## src/rtl/serial_add_seq.sv

```systemverilog
// Bit-serial adder: one full-adder cell shared across WIDTH bits, LSB first, start/busy/done handshake.
// Optional subtract mode with signed-overflow flag is enabled by defining SERIAL_ADD_SUB_EN.
module serial_add_seq #(
   parameter int WIDTH = 8
) (
   input  logic             clk,
   input  logic             rst,
   input  logic             start,
   input  logic [WIDTH-1:0] a,
   input  logic [WIDTH-1:0] b,
   input  logic             cin,
`ifdef SERIAL_ADD_SUB_EN
   input  logic             sub,
   output logic             ovf,
`endif
   output logic             busy,
   output logic             done,
   output logic [WIDTH-1:0] sum,
   output logic             cout
);

   localparam int CNT_W = $clog2(WIDTH);
   localparam logic [CNT_W-1:0] LAST = CNT_W'(WIDTH - 1);

   typedef enum logic [1:0] {
      IDLE = 2'd0,
      RUN  = 2'd1,
      DONE = 2'd2
   } state_t;

   state_t           state;
   logic [WIDTH-1:0] a_sr;
   logic [WIDTH-1:0] b_sr;
   logic             carry;
   logic [CNT_W-1:0] cnt;
   logic [1:0]       fa_out;

   // Returns {carry_out, sum_bit} of a single full adder.
   function automatic logic [1:0] full_add(input logic x, input logic y, input logic ci);
      logic s;
      logic c;
      s = x ^ y ^ ci;
      c = (x & y) | ((x ^ y) & ci);
      return {c, s};
   endfunction

   assign fa_out = full_add(a_sr[0], b_sr[0], carry);

   always_ff @(posedge clk) begin
      if (rst) begin
         state <= IDLE;
         busy  <= 1'b0;
         done  <= 1'b0;
         sum   <= '0;
         cout  <= 1'b0;
         a_sr  <= '0;
         b_sr  <= '0;
         carry <= 1'b0;
         cnt   <= '0;
`ifdef SERIAL_ADD_SUB_EN
         ovf   <= 1'b0;
`endif
      end else begin
         case (state)
            IDLE: begin
               done <= 1'b0;
               if (start) begin
                  a_sr <= a;
`ifdef SERIAL_ADD_SUB_EN
                  // Subtraction as a + ~b + 1; cin is not used in this mode.
                  b_sr  <= sub ? ~b : b;
                  carry <= sub ? 1'b1 : cin;
                  ovf   <= 1'b0;
`else
                  b_sr  <= b;
                  carry <= cin;
`endif
                  cnt   <= '0;
                  sum   <= '0;
                  cout  <= 1'b0;
                  busy  <= 1'b1;
                  state <= RUN;
               end
            end
            RUN: begin
               sum   <= {fa_out[0], sum[WIDTH-1:1]};
               a_sr  <= {1'b0, a_sr[WIDTH-1:1]};
               b_sr  <= {1'b0, b_sr[WIDTH-1:1]};
               carry <= fa_out[1];
               cnt   <= cnt + CNT_W'(1);
               if (cnt == LAST) begin
                  cout  <= fa_out[1];
`ifdef SERIAL_ADD_SUB_EN
                  // On the MSB cycle, carry holds the carry into the MSB.
                  ovf   <= carry ^ fa_out[1];
`endif
                  busy  <= 1'b0;
                  done  <= 1'b1;
                  state <= DONE;
               end
            end
            DONE: begin
               done  <= 1'b0;
               state <= IDLE;
            end
            default: begin
               busy  <= 1'b0;
               done  <= 1'b0;
               state <= IDLE;
            end
         endcase
      end
   end

endmodule
```

## config.mk

```make
export PLATFORM = sky130hd
export DESIGN_NAME = serial_add_seq
export DESIGN_NICKNAME = d
export VERILOG_FILES = /design/src/rtl/serial_add_seq.sv
export SDC_FILE = /design/constraint.sdc
export NUM_CORES = 1
export LEC_CHECK = 0
export ABC_AREA = 1
export BUFFER_PORTS_ARGS = -buffer_cell sky130_fd_sc_hd__buf_2
export CAP_MARGIN = 15
export CELL_PAD_IN_SITES_DETAIL_PLACEMENT = 1
export CELL_PAD_IN_SITES_GLOBAL_PLACEMENT = 1
export CORE_AREA = 2 2 63 65
export DETAILED_ROUTE_END_ITERATION = 8
export DIE_AREA = 0 0 65 67
export PLACE_DENSITY = 0.94
export RECOVER_POWER = 100
export SKIP_LAST_GASP = 1
export SLEW_MARGIN = 20
export SYNTH_ARGS = -nofsm -noshare
export SYNTH_HDL_FRONTEND = slang
export SYNTH_SLANG_ARGS = --single-unit
```

## constraint.sdc

```tcl
create_clock -name clk -period 2 [get_ports clk]
set_input_delay 0 -clock clk [delete_from_list [all_inputs] [get_ports clk]]
set_output_delay 0 -clock clk [all_outputs]
set_load 0.02 [all_outputs]
```

Word level (Yosys, flattened, before mapping)

Index checks and enable logic that the tools add are counted.

Register bits: 33
Latch bits: 0
Bits in writable memories: 0
Bits in read-only memories: 0
Input bits: 20
Output and inout bits: 11
Word-level logic and storage cells: 48
Memories: 0

$add $sub $neg: 1
Multipliers: 0
Div/mod/pow operators: 0
Magnitude comparators: 0
Eq/ne operators: 5
Shifts and indexed selects: 0
Mux-type cells: 19
Bitwise gates (word level): 7
Reductions and logical operators: 7

Operators by type and width:

| kind                                          | number |
|---|---|
| case mux 8 bit (2 select lines)               | 3 |
| 2-to-1 mux 8 bit                              | 3 |
| case mux 3 bit (2 select lines)               | 1 |
| AND reduction 3 bit                           | 2 |
| 2-to-1 mux 1 bit                              | 5 |
| 2-to-1 mux 2 bit                              | 2 |
| != test 2 bit, second input constant          | 2 |
| case mux 1 bit (2 select lines)               | 2 |
| case mux 2 bit (2 select lines)               | 1 |
| AND reduction 2 bit                           | 2 |
| adder 3 x 1 -> 3 bit, second input constant   | 1 |
| == test 3 bit, second input constant          | 1 |
| 2-to-1 mux 3 bit                              | 1 |
| case mux 1 bit (3 select lines)               | 1 |
| AND 1 bit                                     | 2 |
| == test 2 x 1 -> 1 bit, second input constant | 1 |
| == test 2 bit, second input constant          | 1 |
| logical NOT 2 bit                             | 1 |
| inverter 1 bit                                | 2 |
| nonzero test 2 bit                            | 1 |
| OR reduction 2 bit                            | 1 |
| XOR 1 bit                                     | 2 |
| OR 1 bit                                      | 1 |

Longest topological paths before layout

Depth in word-level cells: 5
Depth in mapped cells: 8
Mapped depth without buffers: 7

Worst setup path after synthesis

OpenSTA, ideal clock, no wires.

Path kind: register to register
Start: reg cnt[0]
End: reg cout
Library setup time: 0.113 ns
Arrival time: 1.043 ns
Required time: 1.887 ns
Setup slack: 0.844 ns
Stages on the path, launching flop included: 7
Path buffers: 0
Clock period less this slack: 1.156 ns
Cells stage by stage: dfxtp_1 > ha_1 > ha_1 > inv_1 > nand3_1 > a21oi_2 > nor2_1

Word-level cells in the longest chain between the ends: 3

RTL lines:

| what                                 | line | source |
|---|---|---|
| start: declaration                   | 35   | `logic [CNT_W-1:0] cnt;` |
| start signal: assignment             | 90   | `cnt <= cnt + CNT_W'(1);` |
| == test 3 bit                        | 91   | `if (cnt == LAST) begin` |
| != test 2 bit (no source line)       | n/a  |  |
| AND reduction 3 bit (no source line) | n/a  |  |
| end signal: assignment               | 92   | `cout <= fa_out[1];` |
| end: declaration                     | 19   | `output logic cout` |

No other way between the ends.
A chain may end at the register's enable or synchronous reset.

Worst setup path in the final report

Start: reg state[0]
End: reg sum[4]

Word-level cells in the longest chain between the ends: 3
Elaborated cells on any way between the ends: 6

RTL lines:

| what                                                                        | line | source |
|---|---|---|
| start: declaration                                                          | 31   | `state_t state;` |
| start signal: assignment                                                    | 51   | `state <= IDLE;` |
| start signal: assignment                                                    | 82   | `state <= RUN;` |
| start signal: assignment                                                    | 99   | `state <= DONE;` |
| == test 2 x 1 -> 1 bit / logical NOT 2 bit (equally long branches)          | 64   | `case (state)` |
| nonzero test 2 bit (no source line) / != test 2 bit (equally long branches) | n/a  |  |
| AND reduction 2 bit (no source line)                                        | n/a  |  |
| end signal: assignment                                                      | 86   | `sum <= {fa_out[0], sum[WIDTH-1:1]};` |
| end: declaration                                                            | 18   | `output logic [WIDTH-1:0] sum,` |

Parallel ways exist; a longest one is shown, timed or not.

==> impl_results.md <==
* Seq pwr share at 50.6%
* DP Area at 0.00161 mm²
* Clock power share at 35.5%
* Dominant cells by area after synthesis: dfxtp_1, nand2_1, nor2_1, buf_6, a21oi_1
* Clock sink count at 33
* Vias per Instance at 4.87
* Status: completed
* Hold_sp: b[4]
* WL final at 3510 µm
* Fill count at 492
* Yosys reg bits at 33
* Worst path bufs/invs at 1
* First-pass GRT wire length at 5940 µm
* Worst path top cell family by delay: compound AO/OA/AOI/OAI gates
* DR WL/cell at 12.5 µm
* Initial DRC Count at 50
* Total nets after synthesis at 223
* Cell count after synthesis at 200
* Initial antenna violation count at 0
* Final Util at 46.8%
* DR vias at 1363
* Post-Place Worst Slack at 0.523 ns
* Die Wd at 65 µm
* Data arrival, critical path at 1.84 ns
* RePlAce Congestion at 0.726
* Final-report setup violation count at 0
* Crit path kind: reg -> reg
* Final Hold Vio Count at 0
* Final period util at 81.4%
* Layout area overhead at 14.5%
* Power Total at 1.43 mW
* Layout cells sized above 1 at 15.5%
* Final slew viol count at 0
* Leading area contributor after synthesis: dfxtp_1
* Gr usage total at 18.2%
* Fin cells at 280
* WHS Path Cells at 5
* Die span in y at 67 µm
* RSZ-0062 raised after global routing: false
* Post-route ant nets at 0
* CTS tree: built
* Measured slew at the worst slew-check pin at 0.595 ns
* Core area at 0.00361 mm²
* Reg-to-reg setup timing slack at 0.37 ns
* Fmax at 0.614 GHz
* Setup ws final at 0.372 ns
* Worst hold slack at 0.0144 ns
* Synth top area share at 44.8%
* Full die area at 0.00436 mm²
* NetSw at 0.388 mW
* Initial core utilization at 40.9%
* Switch share at 27.1%
* Reg2Reg Depth at 4
* I/O Buffers at 30
* Worst path max stage delay at 0.53 ns
* Netlist cell types at 22
* Commonest non-fill, non-tap cell in the layout: nand2_1
* Vias in the first global route at 1377
* Clock latency on the worst-skew pair at 0.29 ns
* Post-CTS setup buffer count at 0
* Slowest-stage cell, CP: o21ai_2
* Slew headroom at 60.3%
* TritonCTS buffer count at 5
* Grt ovf at 0
* DRC Markers at 0
* Final setup TNS at 0 ns
* Crit. End Element: register
* Type of the worst min-delay path: in -> reg
* Max Cap Viol at 0
* Reg-to-Reg End: sum[4]
* Gate power share at 13.9%
* P_leak at 0.745 nW
* Cell area after synthesis at 0.00147 mm²
* Drt pass-1 iters at 4
* Most frequent cells in the layout: nand2_1, nor2_1, dfxtp_1
* Sequential share of the synthesized area at 44.8%
* # diodes at 0
* Final nets at 255
* Worst path cell trace: o21ai_2, clkbuf_1, nand2_1, a21oi_1
* Synthesized area per cell at 7.37 µm²
* Crit path max fanout at 13
* Cell Int Power at 1.04 mW
* Ports at 31
* H-tree levels at 2
* Hold endpoint: b_sr[4]
* RR Startpoint: state[0]
* PD cells at 848 mW/mm²
* Skew final at 0.00382 ns
* Largest net degree at the start of global routing at 26
* Worst VDD drop at 0.432 mV
* Tmin final at 1.63 ns
* Row count at 22
* Clock buffer depth at 2
* Final instance area at 0.00169 mm²
* Required @ worst endpoint at 2.21 ns
* Clock transition at path regs at 0.06 ns
* Number of cells after detailed placement at 271
* CTS root buf: clkbuf_8
* Final HPWL DP at 2470 µm
* Worst Setup Start Kind: register
* Warnings from Yosys at 0
[synth_stat cells]
cell type  instances
nand2_1           69
nor2_1            34
dfxtp_1           33
a21oi_1           13
o21ai_0            9
o21ai_1            8
buf_6              6
inv_1              6
nand3_1            4
inv_2              3
a21oi_2            2
ha_1               2
nand2_4            2
buf_1              1
clkbuf_1           1
clkbuf_8           1
fa_1               1
nand2_2            1
nor2_2             1
nor2_4             1
o21ai_2            1
o21ai_4            1
[worst max path at each step]
stage / startpoint / endpoint / slack [ns] / cells past startpoint
floorplan: cnt[0] / cout / 0.84 / 6
global placement: state[0] / sum[7] / 0.62 / 4
detailed placement: state[0] / sum[7] / 0.52 / 4
CTS: state[0] / cnt[0] / 0.51 / 4
global route: state[0] / a_sr[7] / 0.25 / 4
finish: state[0] / sum[4] / 0.37 / 4
[metal layers]
metal  part of all wire (%)  global-route usage (%)  vias to the layer above
met5                      0                       0                        -
met4                    2.3                    9.57                        0
met3                    3.2                    3.72                        7
met2                     51                    32.7                       21
met1                     43                    20.2                      644
li1                       -                       -                      691
[flip-flops by register name, indices dropped and copies added, names as in the netlist]
register	count
a_sr	8
b_sr	8
sum	8
cnt	3
state	2
busy	1
carry	1
cout	1
done	1
[tightest hold or removal path: stages]
cell     delay (ns)
buf_2          0.07
nand2_1        0.04
nand2_1        0.05
nor2_1         0.03
nor2_1         0.06
[cell families (layout without fill, tap and decap cells)]
family          count (synthesis)  after routing  synth area share (%)
compound gates                 34             34                  13.1
fa+ha+maj                       3              3                  3.06
buf+inv                        18             50                  8.32
flops                          33             33                  44.8
simple gates                  112            112                  30.7
[power by group through the flow]
stage / combinational (mW) / clock [mW] / sequential, mW
after floorplan: 0.160 / 0 / 0.736
after global placement: 0.196 / 0 / 0.737
after detailed placement: 0.204 / 0 / 0.740
after CTS: 0.209 / 0.514 / 0.726
after global routing: 0.231 / 0.546 / 0.729
final: 0.199 / 0.508 / 0.724
[repair_timing]
item,CTS,global route
gates resized for setup,0,0
hold endpoints to repair,2,0
hold buffers,2,0
[layout make-up]
cell class,count,area (µm²),share of cell area [%]
clock buffer,7,86.3,5.11
inverter,9,33.8,2.00
multi-input combinational,149,679,40.3
sequential,33,661,39.1
tap,48,60.1,3.56
timing repair buffer,34,168,9.93
Note: power is estimated with default switching activity, not from simulation.
